`src/rtl/imem_loader_if.sv`:
```
// Byte-stream / imem-write bundle between a program source and imem_loader.
// master drives the stream and start; slave is the loader itself.
interface imem_loader_if #(
  parameter int ADDR_W = 8
);
  logic              start;
  logic              in_valid;
  logic [7:0]        in_data;
  logic              in_ready;
  logic              imem_we;
  logic [ADDR_W-1:0] imem_addr;
  logic [31:0]       imem_wdata;
  logic              core_hold;
  logic              done;
  logic              error;
  logic [6:0]        words_loaded;

  modport master (
    output start, in_valid, in_data,
    input  in_ready, imem_we, imem_addr, imem_wdata,
    input  core_hold, done, error, words_loaded
  );

  modport slave (
    input  start, in_valid, in_data,
    output in_ready, imem_we, imem_addr, imem_wdata,
    output core_hold, done, error, words_loaded
  );
endinterface

```
`src/rtl/imem_loader.sv`:
```
// Program-image loader: takes "count, payload, checksum" bytes, packs
// little-endian words into instruction memory at word-aligned byte
// addresses and keeps the core held in reset until a valid image is in.
module imem_loader #(
  parameter int                ADDR_W    = 8,
  parameter int                MAX_WORDS = 64,
  parameter logic [ADDR_W-1:0] BASE_ADDR = '0
) (
  input  logic          clk,
  input  logic          reset,
  imem_loader_if.slave  bus
);

  typedef enum logic [2:0] {
    S_IDLE     = 3'd0,
    S_GET_CNT  = 3'd1,
    S_GET_DATA = 3'd2,
    S_WRITE    = 3'd3,
    S_GET_SUM  = 3'd4,
    S_DONE     = 3'd5,
    S_ERROR    = 3'd6
  } state_t;

  // Running image checksum: byte-wise XOR of every payload byte.
  function automatic logic [7:0] csum_step(input logic [7:0] acc,
                                           input logic [7:0] b);
    return acc ^ b;
  endfunction

  state_t            state_r;
  logic [7:0]        cnt_r;
  logic [1:0]        lane_r;
  logic [23:0]       word_r;
  logic [7:0]        csum_r;
  logic              in_ready_r;
  logic              imem_we_r;
  logic [ADDR_W-1:0] imem_addr_r;
  logic [31:0]       imem_wdata_r;
  logic              core_hold_r;
  logic              done_r;
  logic              error_r;
  logic [6:0]        words_loaded_r;

  logic              accept_s;
  logic              cnt_bad_s;
  logic [6:0]        wl_next_s;
  logic              last_word_s;
  logic [ADDR_W-1:0] write_addr_s;

  // in_ready is registered, so a byte moves exactly when both sides agree.
  assign accept_s     = bus.in_valid & in_ready_r;
  assign cnt_bad_s    = (bus.in_data == 8'd0) || (bus.in_data > 8'(MAX_WORDS));
  assign wl_next_s    = words_loaded_r + 7'd1;
  assign last_word_s  = ({1'b0, wl_next_s} == cnt_r);
  // Word index times four, wrapping naturally in the address width.
  assign write_addr_s = BASE_ADDR + ADDR_W'({words_loaded_r, 2'b00});

  // Loader FSM; every output is a register updated alongside the state.
  always_ff @(posedge clk or negedge reset) begin
    if (!reset) begin
      state_r        <= S_IDLE;
      cnt_r          <= 8'd0;
      lane_r         <= 2'd0;
      word_r         <= 24'd0;
      csum_r         <= 8'd0;
      in_ready_r     <= 1'b0;
      imem_we_r      <= 1'b0;
      imem_addr_r    <= BASE_ADDR;
      imem_wdata_r   <= 32'd0;
      core_hold_r    <= 1'b1;
      done_r         <= 1'b0;
      error_r        <= 1'b0;
      words_loaded_r <= 7'd0;
    end else begin
      case (state_r)
        // Idle and both terminal states share the same restart path.
        S_IDLE, S_DONE, S_ERROR: begin
          if (bus.start) begin
            state_r        <= S_GET_CNT;
            in_ready_r     <= 1'b1;
            core_hold_r    <= 1'b1;
            done_r         <= 1'b0;
            error_r        <= 1'b0;
            words_loaded_r <= 7'd0;
            csum_r         <= 8'd0;
            lane_r         <= 2'd0;
          end else begin
            in_ready_r <= 1'b0;
          end
        end

        S_GET_CNT: begin
          if (accept_s) begin
            cnt_r <= bus.in_data;
            if (cnt_bad_s) begin
              state_r     <= S_ERROR;
              in_ready_r  <= 1'b0;
              error_r     <= 1'b1;
              core_hold_r <= 1'b1;
            end else begin
              state_r <= S_GET_DATA;
              lane_r  <= 2'd0;
            end
          end else begin
            state_r <= S_GET_CNT;
          end
        end

        S_GET_DATA: begin
          if (accept_s) begin
            csum_r <= csum_step(csum_r, bus.in_data);
            lane_r <= lane_r + 2'd1;
            case (lane_r)
              2'd0: word_r[7:0]   <= bus.in_data;
              2'd1: word_r[15:8]  <= bus.in_data;
              2'd2: word_r[23:16] <= bus.in_data;
              default: begin
                // Last lane goes straight into the write word.
                state_r      <= S_WRITE;
                in_ready_r   <= 1'b0;
                imem_we_r    <= 1'b1;
                imem_wdata_r <= {bus.in_data, word_r};
                imem_addr_r  <= write_addr_s;
              end
            endcase
          end else begin
            state_r <= S_GET_DATA;
          end
        end

        S_WRITE: begin
          imem_we_r      <= 1'b0;
          in_ready_r     <= 1'b1;
          lane_r         <= 2'd0;
          words_loaded_r <= wl_next_s;
          if (last_word_s) begin
            state_r <= S_GET_SUM;
          end else begin
            state_r <= S_GET_DATA;
          end
        end

        S_GET_SUM: begin
          if (accept_s) begin
            in_ready_r <= 1'b0;
            if (bus.in_data == csum_r) begin
              state_r     <= S_DONE;
              done_r      <= 1'b1;
              core_hold_r <= 1'b0;
            end else begin
              state_r     <= S_ERROR;
              error_r     <= 1'b1;
              core_hold_r <= 1'b1;
            end
          end else begin
            state_r <= S_GET_SUM;
          end
        end

        default: begin
          state_r     <= S_IDLE;
          in_ready_r  <= 1'b0;
          imem_we_r   <= 1'b0;
          core_hold_r <= 1'b1;
          done_r      <= 1'b0;
          error_r     <= 1'b0;
        end
      endcase
    end
  end

  assign bus.in_ready     = in_ready_r;
  assign bus.imem_we      = imem_we_r;
  assign bus.imem_addr    = imem_addr_r;
  assign bus.imem_wdata   = imem_wdata_r;
  assign bus.core_hold    = core_hold_r;
  assign bus.done         = done_r;
  assign bus.error        = error_r;
  assign bus.words_loaded = words_loaded_r;

endmodule

```
`src/flat_wrapper.sv`:
```
// flat-port wrapper written by rule: the top's interface ports become plain ports
module imem_loader_flat 
#(
  parameter int                ADDR_W    = 8,
  parameter int                MAX_WORDS = 64,
  parameter logic [ADDR_W-1:0] BASE_ADDR = '0
)
  (clk, reset, bus_start, bus_in_valid, bus_in_data, bus_in_ready, bus_imem_we, bus_imem_addr, bus_imem_wdata, bus_core_hold, bus_done, bus_error, bus_words_loaded);
  imem_loader_if #(.ADDR_W(ADDR_W)) bus_i ();
  input  logic clk;
  input  logic reset;
  input wire logic [$bits(bus_i.start)-1:0] bus_start;
  input wire logic [$bits(bus_i.in_valid)-1:0] bus_in_valid;
  input wire logic [$bits(bus_i.in_data)-1:0] bus_in_data;
  output wire logic [$bits(bus_i.in_ready)-1:0] bus_in_ready;
  output wire logic [$bits(bus_i.imem_we)-1:0] bus_imem_we;
  output wire logic [$bits(bus_i.imem_addr)-1:0] bus_imem_addr;
  output wire logic [$bits(bus_i.imem_wdata)-1:0] bus_imem_wdata;
  output wire logic [$bits(bus_i.core_hold)-1:0] bus_core_hold;
  output wire logic [$bits(bus_i.done)-1:0] bus_done;
  output wire logic [$bits(bus_i.error)-1:0] bus_error;
  output wire logic [$bits(bus_i.words_loaded)-1:0] bus_words_loaded;
  assign bus_i.start = bus_start;
  assign bus_i.in_valid = bus_in_valid;
  assign bus_i.in_data = bus_in_data;
  assign bus_in_ready = bus_i.in_ready;
  assign bus_imem_we = bus_i.imem_we;
  assign bus_imem_addr = bus_i.imem_addr;
  assign bus_imem_wdata = bus_i.imem_wdata;
  assign bus_core_hold = bus_i.core_hold;
  assign bus_done = bus_i.done;
  assign bus_error = bus_i.error;
  assign bus_words_loaded = bus_i.words_loaded;
  imem_loader #(.ADDR_W(ADDR_W), .MAX_WORDS(MAX_WORDS), .BASE_ADDR(BASE_ADDR)) u_core (.clk(clk), .reset(reset), .bus(bus_i));
endmodule
```
`config.mk`:
```
export PLATFORM = sky130hd
export DESIGN_NAME = imem_loader_flat
export DESIGN_NICKNAME = d
export VERILOG_FILES = /design/src/rtl/imem_loader_if.sv /design/src/rtl/imem_loader.sv /design/src/flat_wrapper.sv
export SDC_FILE = /design/constraint.sdc
export NUM_CORES = 1
export LEC_CHECK = 0
export CAP_MARGIN = 20
export CORE_MARGIN = 3
export CORE_UTILIZATION = 30
export CTS_BUF_LIST = sky130_fd_sc_hd__clkbuf_2 sky130_fd_sc_hd__clkbuf_4 sky130_fd_sc_hd__clkbuf_8
export DETAILED_ROUTE_END_ITERATION = 16
export PLACE_DENSITY = 0.56
export SETUP_SLACK_MARGIN = 0.05
export SLEW_MARGIN = 20
export SYNTH_ARGS = -nofsm -noshare
export SYNTH_HDL_FRONTEND = slang
export SYNTH_SLANG_ARGS = --single-unit
```
`constraint.sdc`:
```
create_clock -name clk -period 3 [get_ports clk]
set_input_delay 0.6 -clock clk [delete_from_list [all_inputs] [get_ports clk]]
set_output_delay 0.6 -clock clk [all_outputs]
set_load 0.1 [all_outputs]
```
==> impl_metrics.env <==
export IMPL_status="finished, final reports clean"
export IMPL_crit_path_start_kind="primary input"
export IMPL_port_buffers=61
export IMPL_setup_worst_path_class="primary input to register"
export IMPL_cts_setup_buffers=0
export IMPL_grt_first_pass_wirelength_um=17100
export IMPL_fin_nets=445
export IMPL_synthArstFlopShare_pct=100
export IMPL_setup_tns_ps=0
export IMPL_ys_warn_count=0
export IMPL_leakagePower_uw=0.00260
export IMPL_rsz0062_at_grt="no"
export IMPL_final_util_pct=38.0
export IMPL_comb_power_share_pct=30.9
export IMPL_synth_seq_cells=95
export IMPL_internal_power_uw=2420
export IMPL_place_area_um2=5190
export IMPL_final_instance_count_excl_fill=612
export IMPL_root_buffer="clkbuf_8"
export IMPL_die_x_um=128
export IMPL_fill_cells=1398
export IMPL_area_growth_pct=21.1
export IMPL_drc=0
export IMPL_grt_ovfl_total=0
export IMPL_cp_end_kind="register"
export IMPL_post_route_cell_area_um2=5400
export IMPL_power_density_nw_per_um2=687
export IMPL_yosysUniqueCellTypes=51
export IMPL_dp_cells=597
export IMPL_final_setup_viol_count=0
export IMPL_core_rowCount=43
export IMPL_r2r_start="u_core.bus.words_loaded[1]"
export IMPL_crit_required_ps=3260
export IMPL_seqPwrFrac_pct=44.2
export IMPL_io_pins=64
export IMPL_drv_slew=0
export IMPL_gp_congestion=0.821
export IMPL_clockBufferDepth=2
export IMPL_wire_per_inst_um=16.9
export IMPL_clk_pin_slew_ps=90
export IMPL_worstHoldPathType="primary input to asynchronous set/reset pin"
export IMPL_synth_edf_count=0
export IMPL_dpl_hpwl_um=7170
export IMPL_finalCriticalPeriod_ps=2430
export IMPL_antenna_left=0
export IMPL_r2r_end="u_core.state_r[2]"
export IMPL_drt_total_wl_um=10400
export IMPL_r2r_slack_ps=710
export IMPL_start_util_pct=31.4
export IMPL_startpoint="bus_in_data[0]"
export IMPL_ys_seq_area_share_pct=53.3
export IMPL_antenna_found_initial=0
export IMPL_die_area_um2=16400
export IMPL_clkSinkCount=95
export IMPL_sw_frac_of_total_pct=34.7
export IMPL_hold_viol_final=0
export IMPL_fin_crit_sh_pct=80.9
export IMPL_fin_worst_skew_ps=5.15
export IMPL_tightestPinTransition_ps=830
export IMPL_crit_arrival_ps=2690
export IMPL_path_max_fanout=3
export IMPL_drtIter0Drc=182
export IMPL_clk_latency_ps=370
export IMPL_htree_levels=3
export IMPL_maxCapViolCount=0
export IMPL_netlist_area_um2=4460
export IMPL_fin_total_pwr_uw=3710
export IMPL_clockPowerShare_pct=24.9
export IMPL_power_switching_uw=1290
export IMPL_grt_pass1_vias=3145
export IMPL_worstRegToRegCells=5
export IMPL_cts_tree="built"
export IMPL_avgViaCountPerCell=5.06
export IMPL_drive_above_1_share_pct=37.3
export IMPL_drt_first_pass_iters=4
export IMPL_netlist_instances=364
export IMPL_peakVddDrop_mv=0.268
export IMPL_vias=3098
export IMPL_cts_hold_buf=0
export IMPL_synth_ff_type="dfrtp_1"
export IMPL_coreArea_um2=14200
export IMPL_diodes=0
export IMPL_die_h_um=128
export IMPL_track_usage_pct=13.2
export IMPL_post_cts_resized=0
export IMPL_max_slew_margin_rel_pct=44.4
export IMPL_fmax_ghz=0.412
export IMPL_syn_area_per_cell_um2=12.3
export IMPL_cts_buffers=9
export IMPL_grt_max_degree=57
-- stage by stage --
step / hold slack [ps] / worst slack (ps)
5_1_grt: 244 / 435
3_5_place_dp: 476 / 157
3_3_place_gp: 470 / 192
6_report: 209 / 573
4_1_cts: 207 / 574
2_1_floorplan: 304 / 213
-- critical path, stage by stage --
cell             delay (ps)
clkdlybuf4s50_1         470
or4_4                   560
o31ai_1                 330
nand3_1                 140
o2111ai_2               250
mux2_4                  320
-- metal layers --
| layer | wire [um] | up-vias | share of wire (%) | track usage [%] |
|---|---|---|---|---|
| li1 | - | 1439 | - | - |
| met4 | 161 | 0 | 1.6 | 4.43 |
| met3 | 499 | 15 | 4.8 | 3.29 |
| met2 | 4750 | 75 | 46 | 20.4 |
| met5 | 0 | - | 0 | 0 |
| met1 | 4960 | 1569 | 48 | 18.3 |
-- worst max-delay path by stage --
| stage | endpoint |
|---|---|
| finish | u_core.lane_r[0] |
| global route | u_core.lane_r[0] |
| CTS | u_core.lane_r[0] |
| detailed placement | u_core.lane_r[0] |
| global placement | u_core.lane_r[0] |
| floorplan | u_core.state_r[2] |
-- cell usage in the layout, fill, tap and decap left out, drive strengths merged, types with 4 or more instances in the layout --
cell           instances
a31oi                  5
nor2                  10
a211o                  7
nor3b                 18
or4                    4
a21oi                  6
mux2                  71
buf                   66
clkdlybuf4s50         10
xnor2                 14
and3                   4
nor2b                  5
nand3                  9
inv                    5
ha                     5
dfrtp                 94
clkbuf                11
xor2                   5
nand2                 22
o21ai                 19
-- logic make-up after synthesis --
group | after synthesis | synth area share, %
DFF | 95 | 53.3
muxes | 72 | 18.2
AOI/OAI and AO/OA | 58 | 8.89
xor gates and xnor gates | 19 | 3.73
other | 1 | 0.0841
adders and majority gates | 5 | 1.40
and+or+nand+nor | 85 | 11.0
buffers and inverters | 29 | 3.34
-- cell usage after synthesis (all sizes together), types with 3 or more instances --
library cell	number	share of area [%]
nor2b	5	0.70
o31ai	3	0.50
nor3b	18	3.0
and3	4	0.56
a21oi	6	0.67
mux2	71	18
nand3	9	1.0
inv	5	0.42
nand2	22	1.9
o21ai	19	2.1
a31oi	5	0.70
buf	16	2.2
a211o	7	1.4
dfrtp	94	53
nand4	3	0.42
ha	5	1.4
nor2	10	0.84
clkbuf	8	0.70
or4	4	0.84
xor2	5	0.98
xnor2	14	2.7
-- layout make-up --
cell class | instances | area [um2] | share of cell area, %
well taps | 180 | 225 | 4.17
repair buffers | 76 | 621 | 11.5
inverters | 5 | 18.8 | 0.347
clock inverters | 4 | 70.1 | 1.30
clock buffers | 11 | 145 | 2.69
flip-flops and latches | 95 | 2380 | 44.0
multi-input cells | 241 | 1940 | 36.0
-- flip-flops by register name (all words and copies together) (netlist names) --
name,flops
u_core.bus.error,1
u_core.csum_r,8
u_core.cnt_r,8
u_core.bus.in_ready,1
u_core.word_r,24
u_core.bus.words_loaded,7
u_core.bus.imem_addr,6
u_core.bus.imem_wdata,32
u_core.state_r,3
u_core.bus.core_hold,1
u_core.lane_r,2
u_core.bus.done,1
u_core.bus.imem_we,1
-- power by group through the flow --
stage / clock (uW) / combinational [uW] / sequential (uW)
floorplan: 0 / 739 / 1770
global placement: 0 / 1130 / 1660
detailed placement: 0 / 1150 / 1670
CTS: 966 / 1150 / 1640
global route: 1010 / 1250 / 1670
finish: 926 / 1150 / 1640
(Power assumes the default switching activity.)
